**src/rtl/quad_decoder.sv**
```systemverilog
// Quadrature encoder decoder for the front-panel knobs: synchronises and glitch-filters
// A/B, decodes Gray-code steps at x1/x2/x4 and keeps a wrapping or saturating position.
module quad_decoder #(
   parameter int unsigned WIDTH       = 8,
   parameter int unsigned STEP        = 1,
   parameter int unsigned SYNC_STAGES = 2,
   parameter int unsigned FILTER_LEN  = 4
) (
   input  logic             clk,
   input  logic             reset,
   input  logic             a,
   input  logic             b,
   input  logic [1:0]       mode,
   input  logic             saturate,
   input  logic             load,
   input  logic [WIDTH-1:0] load_value,
   input  logic             err_clear,
   output logic [WIDTH-1:0] value,
   output logic             dir,
   output logic             step_pulse,
   output logic             err,
   output logic [3:0]       leds
);

   localparam int unsigned INIT_LEN = SYNC_STAGES + FILTER_LEN;
   localparam int unsigned INIT_W   = $clog2(INIT_LEN + 1);
   localparam int unsigned FLT_W    = (FILTER_LEN > 1) ? $clog2(FILTER_LEN) : 1;

   localparam logic [INIT_W-1:0] INIT_VAL = INIT_W'(INIT_LEN);
   localparam logic [FLT_W-1:0]  FLT_LAST = FLT_W'(FILTER_LEN - 1);
   localparam logic [WIDTH:0]    STEP_EXT = (WIDTH + 1)'(STEP);
   localparam logic [WIDTH-1:0]  VAL_MAX  = '1;
   localparam logic [1:0]        MODE_X1  = 2'b00;
   localparam logic [1:0]        MODE_X2  = 2'b01;

   // Channel index 1 is A, index 0 is B throughout.
   logic [1:0][SYNC_STAGES-1:0] sync_q, sync_d;
   logic [1:0][FLT_W-1:0]       fcnt_q, fcnt_d;
   logic [1:0]                  filt_q, filt_d;
   logic [1:0]                  prev_q, prev_d;
   logic [INIT_W-1:0]           init_q, init_d;
   logic [WIDTH-1:0]            value_q, value_d;
   logic                        dir_q, dir_d;
   logic                        step_q, step_d;
   logic                        err_q, err_d;
   logic [3:0]                  leds_q, leds_d;

   logic [1:0]       raw_c;
   logic [1:0]       sync_out_c;
   logic             init_active_c;
   logic             fwd_c;
   logic             bwd_c;
   logic             illegal_c;
   logic             a_moved_c;
   logic             x1_edge_c;
   logic             mode_sel_c;
   logic             count_en_c;
   logic [WIDTH:0]   sum_c;
   logic [WIDTH:0]   diff_c;
   logic [WIDTH-1:0] count_value_c;

   assign raw_c         = {a, b};
   assign sync_out_c    = {sync_q[1][SYNC_STAGES-1], sync_q[0][SYNC_STAGES-1]};
   assign init_active_c = (init_q != '0);

   // Synchroniser shift, per-channel persistence filter and init countdown.
   always_comb begin
      sync_d = sync_q;
      fcnt_d = fcnt_q;
      filt_d = filt_q;
      init_d = init_q;
      prev_d = filt_q;
      if (init_active_c) begin
         init_d = init_q - INIT_W'(1);
      end
      for (int ch = 0; ch < 2; ch++) begin
         sync_d[ch] = {sync_q[ch][SYNC_STAGES-2:0], raw_c[ch]};
         if (init_active_c) begin
            filt_d[ch] = sync_out_c[ch];
            fcnt_d[ch] = '0;
         end else if (sync_out_c[ch] == filt_q[ch]) begin
            fcnt_d[ch] = '0;
         end else if (fcnt_q[ch] == FLT_LAST) begin
            filt_d[ch] = sync_out_c[ch];
            fcnt_d[ch] = '0;
         end else begin
            fcnt_d[ch] = fcnt_q[ch] + FLT_W'(1);
         end
      end
   end

   // Gray-code step classification of {prev, cur}; each nibble is {A,B}.
   always_comb begin
      fwd_c     = 1'b0;
      bwd_c     = 1'b0;
      illegal_c = 1'b0;
      case ({prev_q, filt_q})
         4'b00_10, 4'b10_11, 4'b11_01, 4'b01_00: fwd_c     = 1'b1;
         4'b10_00, 4'b11_10, 4'b01_11, 4'b00_01: bwd_c     = 1'b1;
         4'b00_11, 4'b11_00, 4'b10_01, 4'b01_10: illegal_c = 1'b1;
         default: ;
      endcase
   end

   // Resolution select: x1 counts only the 00<->10 edge, x2 every A edge.
   always_comb begin
      a_moved_c = prev_q[1] ^ filt_q[1];
      x1_edge_c = ({prev_q, filt_q} == 4'b00_10) || ({prev_q, filt_q} == 4'b10_00);
      case (mode)
         MODE_X1: mode_sel_c = x1_edge_c;
         MODE_X2: mode_sel_c = a_moved_c;
         default: mode_sel_c = 1'b1;
      endcase
      count_en_c = !init_active_c && (fwd_c || bwd_c) && mode_sel_c;
   end

   // Up/down arithmetic; the extra MSB flags carry out or borrow for clamping.
   always_comb begin
      sum_c  = {1'b0, value_q} + STEP_EXT;
      diff_c = {1'b0, value_q} - STEP_EXT;
      if (fwd_c) begin
         count_value_c = (sum_c[WIDTH] && saturate) ? VAL_MAX : sum_c[WIDTH-1:0];
      end else begin
         count_value_c = (diff_c[WIDTH] && saturate) ? '0 : diff_c[WIDTH-1:0];
      end
   end

   // Position, direction, strobe, sticky error and LED mirror.
   always_comb begin
      value_d = value_q;
      dir_d   = dir_q;
      step_d  = 1'b0;
      err_d   = err_q;
      leds_d  = value_q[3:0];
      if (!init_active_c && (fwd_c || bwd_c)) begin
         dir_d = fwd_c;
      end
      if (!init_active_c && illegal_c) begin
         err_d = 1'b1;
      end else if (err_clear) begin
         err_d = 1'b0;
      end
      if (load) begin
         value_d = load_value;
      end else if (count_en_c) begin
         value_d = count_value_c;
         step_d  = 1'b1;
      end
   end

   always_ff @(posedge clk) begin
      if (reset) begin
         sync_q  <= '0;
         fcnt_q  <= '0;
         filt_q  <= '0;
         prev_q  <= '0;
         init_q  <= INIT_VAL;
         value_q <= '0;
         dir_q   <= 1'b0;
         step_q  <= 1'b0;
         err_q   <= 1'b0;
         leds_q  <= '0;
      end else begin
         sync_q  <= sync_d;
         fcnt_q  <= fcnt_d;
         filt_q  <= filt_d;
         prev_q  <= prev_d;
         init_q  <= init_d;
         value_q <= value_d;
         dir_q   <= dir_d;
         step_q  <= step_d;
         err_q   <= err_d;
         leds_q  <= leds_d;
      end
   end

   assign value      = value_q;
   assign dir        = dir_q;
   assign step_pulse = step_q;
   assign err        = err_q;
   assign leds       = leds_q;

endmodule

```
**config.mk**
```make
export PLATFORM = sky130hd
export DESIGN_NAME = quad_decoder
export DESIGN_NICKNAME = d
export VERILOG_FILES = /design/src/rtl/quad_decoder.sv
export SDC_FILE = /design/constraint.sdc
export NUM_CORES = 1
export LEC_CHECK = 0
export CAP_MARGIN = 20
export CORE_ASPECT_RATIO = 2
export CORE_MARGIN = 1.5
export CORE_UTILIZATION = 38
export CTS_BUF_LIST = sky130_fd_sc_hd__clkbuf_2 sky130_fd_sc_hd__clkbuf_4 sky130_fd_sc_hd__clkbuf_8
export DETAILED_ROUTE_END_ITERATION = 6
export DONT_BUFFER_PORTS = 1
export SLEW_MARGIN = 5
export SYNTH_ARGS = -nofsm -noshare
export SYNTH_HDL_FRONTEND = slang
export SYNTH_SLANG_ARGS = --single-unit
```
**constraint.sdc**
```tcl
create_clock -name clk -period 5.3 [get_ports clk]
set_input_delay 0.53 -clock clk [delete_from_list [all_inputs] [get_ports clk]]
set_output_delay 0.53 -clock clk [all_outputs]
set_load 0.01 [all_outputs]
```
* Word-level counts from Yosys, hierarchy flattened
Index checks and enable logic that the tools add are counted.
** Cells by class
- Multipliers :: 0
- Muxes and demuxes :: 18
- Div/mod/pow operators :: 0
- Shifts and indexed selects :: 0
- $lt $le $gt $ge :: 0
- Reduce and logical (&&, ||, !) cells :: 22
- Equal/unequal tests :: 19
- Bitwise logic cells :: 1
- Add/sub/neg operators :: 5
** Operators by type and width (number)
- $mux 8 :: 5
- $eq 4x4->1 const B :: 6
- $reduce_or 4->1 :: 5
- $eq 4x3->1 const B :: 3
- $mux 1 :: 12
- $add 8x1->9 const B :: 1
- $sub 8x1->9 const B :: 1
- $eq 4x2->1 const B :: 2
- $reduce_bool 2->1 :: 4
- $logic_and 1x1->1 :: 5
- $add 2x1->2 const B :: 2
- $eq 2x2->1 const B :: 2
- $eq 4x1->1 const B :: 1
- $ne 2x2->1 const B :: 2
- $reduce_and 2->1 :: 2
- $reduce_bool 3->1 :: 1
- $sub 3x1->3 const B :: 1
- $eq 1x1->1 :: 2
- $eq 2x1->1 const B :: 1
- $logic_not 2->1 :: 1
- $logic_or 1x1->1 :: 2
- $pmux 1 s2 :: 1
- $reduce_or 2->1 :: 1
- $logic_not 1->1 :: 1
- $xor 1x1->1 :: 1
** Word-level totals
- Latch bits :: 0
- Memories kept :: 0
- Bits in read-only memories :: 0
- Input bits :: 17
- Memory bits (writable) :: 0
- Logic and storage cells :: 78
- Register bits :: 30

* Longest topological paths before layout
- Depth in word-level cells :: 8
- Gate-level depth with buffers :: 7
- Depth with buffers taken out :: 7

* Worst setup path before layout
OpenSTA, ideal clock, no wires.
- Path kind :: register -> register
- Start :: register value_q[0] (netlist: value[0])
- End :: register value_q[3] (netlist: value[3])
- Buffers on the path :: 0
- Arrival :: 1.789 ns
- Period minus slack after synthesis :: 1.921 ns
- Library setup time :: 0.132 ns
- Stages on the path, launching flop included :: 8
- Slack :: 3.379 ns
- Path through :: dfxtp_1 inv_1 ha_1 or3b_2 nor3_2 a211oi_1 o32ai_1 a21oi_1
** On the way
- Longest elaborated chain between the ends :: 6
- Elaborated cells between the ends (all ways) :: 9
- Those cells by class :: add/sub: 2; mux: 5; reduce/logical: 2
** Ends and longest elaborated chain
- start: declaration :: line 42 : logic [WIDTH-1:0] value_q, value_d;
- start signal: assignment :: line 169 : value_q <= value_d;
- $sub 8x1->9 / $add 8x1->9 (equally long branches) :: line 120, 119
- $logic_and 1x1->1, on equally long branches :: line 124, 122
- $mux 8, on equally long branches :: line 124, 122
- $mux 8 (*) :: line 121 : if (fwd_c) begin
- $mux 8 (*) :: line 145 : end else if (count_en_c) begin
- $mux 8 (*) :: line 143 : if (load) begin
Every way passes the cells marked *; elsewhere a longest branch is shown, timed or not. The select of a mux whose other input is x is not followed.
A chain may end at the register's enable or synchronous reset.

* Final worst setup path
Ends and elaborated chain as after synthesis.

==> results.sh <==
export IMPL_status="completed"
export IMPL_cp_required_ns=5.47
export IMPL_ys_ff_latch=30
export IMPL_n_fill_cell=450
export IMPL_final_nets=216
export IMPL_reg2reg_slack_ns=3.19
export IMPL_drc=0
export IMPL_antenna_found_initial=0
export IMPL_first_global_vias=1403
export IMPL_syn_nets=221
export IMPL_cts_root_buffer="clkbuf_8"
export IMPL_cp_start_kind="flop"
export IMPL_yosysWarnings=0
export IMPL_hpwl_um=2950
export IMPL_mappedNetlistArea_sq_um=1670
export IMPL_maxCapViolations=0
export IMPL_die_w_um=49.9
export IMPL_gr_usage_all_layers=0.180
export IMPL_yosysSeqAreaShare=0.360
export IMPL_io_pins=32
export IMPL_cts_sinks=30
export IMPL_synth_area_per_cell_sq_um=8.44
export IMPL_max_slew_worst_pin_slew_ns=0.601
export IMPL_p_leak_nw=0.640
export IMPL_ys_flop_type="dfxtp_1"
export IMPL_layout_commonest_cell="dfxtp_1"
export IMPL_finalCriticalPeriod_ns=2.11
export IMPL_die_y_um=96.8
export IMPL_clock_skew_ns=0.00489
export IMPL_most_common_layout_cells="30 x dfxtp_1, 18 x a21oi_1, 15 x nand2_1, 14 x nor2_1, 11 x inv_1"
export IMPL_htree_levels=2
export IMPL_irDropWorstVdd_mv=0.243
export IMPL_reg2regPathDepth=7
export IMPL_whs_path_depth=1
export IMPL_wl_per_cell_um=16.0
export IMPL_core_sq_um=4300
export IMPL_numCtsBuffers=5
export IMPL_relSlewSlack=0.599
export IMPL_dp_slack_ns=3.18
export IMPL_place_congestion=0.895
export IMPL_routed_via_count=1392
export IMPL_drive_gt1_frac=0.103
export IMPL_viasPerCell=5.61
export IMPL_ctsHoldBuffers=0
export IMPL_slew_violations=0
export IMPL_endpoint_kind="flop"
export IMPL_clk_pin_slew_ns=0.07
export IMPL_initial_core_util=0.389
export IMPL_synth_edff_count=0
export IMPL_num_antenna_cells=0
export IMPL_min_from="reset"
export IMPL_hold_viol_final=0
export IMPL_worstPathMaxFanout=8
export IMPL_drt_initial_drc_count=30
export IMPL_fin_ws_ns=3.19
export IMPL_crit_arrival_ns=2.28
export IMPL_timing_rr_end="value[3]"
export IMPL_grt_pass1_wl_um=6500
export IMPL_io_buffers=0
export IMPL_synth_top_area_share=0.360
export IMPL_synth_cell_types=46
export IMPL_drt_first_pass_iters=4
export IMPL_powerDensity_nw_per_um2=293
export IMPL_tns_ns=0
export IMPL_worstReg2RegStart="value[0]"
export IMPL_min_path_type="in2reg"
export IMPL_fin_crit_sh=0.398
export IMPL_cts_tree="yes"
export IMPL_dieArea_sq_um=4830
export IMPL_syn2layout_area_growth_pct=6.37
export IMPL_finalWirelength_um=3960
export IMPL_setup_violations=0
export IMPL_min_to="leds[1]"
export IMPL_grt_max_degree=30
export IMPL_clock_path_buffers=2
export IMPL_fmax_mhz=474
export IMPL_rows=34
export IMPL_critPathKind="reg2reg"
export IMPL_cts_resized=0
export IMPL_synthCells=198
export IMPL_globalRouteOverflowTotal=0
export IMPL_async_reset_ff_frac=0
export IMPL_insertion_delay_ns=0.28
export IMPL_rsz0062_at_grt="no"
export IMPL_synth_area_top_cells="dfxtp_1 36%, a21oi_1 5.4%, ha_1 4.5%"
export IMPL_synth_top_area_cell="dfxtp_1"
export IMPL_antenna_left=0
export IMPL_cts_setup_buffers=0
[power breakdown]
part,internal [mW],switching [mW],total (mW)
clock,0.104,0.0904,0.195
combinational,0.0330,0.0393,0.0723
sequential,0.237,0.0178,0.254
total,0.374,0.147,0.521
[stage by stage]
stage	hold slack (ns)	utilization	instances	power (mW)	area (sq um)
2_1_floorplan	0.397	-	198	0.321	1670
3_3_place_gp	0.410	0.391	240	0.330	1680
3_5_place_dp	0.412	0.391	240	0.331	1680
4_1_cts	0.297	0.414	248	0.526	1780
5_1_grt	0.296	0.414	248	0.548	1780
6_report	0.309	0.414	248	0.521	1780
[how the worst max path moves through the flow]
stage,start,end
2_1_floorplan,value[0],value[3]
3_3_place_gp,value[1],value[5]
3_5_place_dp,value[1],value[3]
4_1_cts,value[1],value[2]
5_1_grt,value[0],value[5]
6_report,value[0],value[3]
[per-layer routing]
metal,global-route usage,part of all wire,vias up
li1,-,-,690
met1,0.164,0.35,644
met2,0.317,0.55,39
met3,0.0509,0.049,19
met4,0.139,0.056,0
met5,0,0,-
[cells in the mapped netlist (5+ instances only)]
| cell | n |
|---|---|
| dfxtp_1 | 30 |
| a21oi_1 | 18 |
| nand2_1 | 15 |
| nor2_1 | 14 |
| inv_1 | 11 |
| nor2b_1 | 10 |
| clkbuf_1 | 8 |
| nor3_1 | 7 |
| xnor2_1 | 7 |
| ha_1 | 6 |
| o21ai_0 | 6 |
| and2_1 | 5 |
[registers in the layout, summed over array words and instances (netlist names)]
name / flops
fcnt_q: 4
sync_d: 2
step_pulse: 1
filt_q: 2
sync_out_c: 2
err: 1
prev_q: 2
value: 8
dir: 1
init_q: 3
leds: 4
[critical path: stages (launching register included)]
cell	delay (ns)
dfxtp_1	0.41
inv_1	0.13
ha_1	0.20
or3b_2	0.49
nor3_2	0.29
a211oi_1	0.09
o32ai_1	0.28
a21oi_1	0.10
[cell families (layout without fill, tap and decap cells)]
family	after synthesis	in the layout	synth area share
multiplexers	2	2	0.0120
AO/OA/AOI/OAI	50	50	0.202
AND/OR/NAND/NOR	76	76	0.256
adder cells (fa/ha/maj)	6	6	0.0449
flip-flops	30	30	0.360
buffers and inverters	23	19	0.0584
XOR/XNOR	11	11	0.0667
[final cells by class]
cell class,instances,area [sq um],share of cell area
multi-input cells,145,972,0.547
flip-flops and latches,30,601,0.338
clock buffers,6,82.6,0.0465
well taps,54,67.6,0.0380
inverters,11,41.3,0.0232
clock inverters,2,12.5,0.00704
Note: power is estimated with default switching activity, not from simulation.
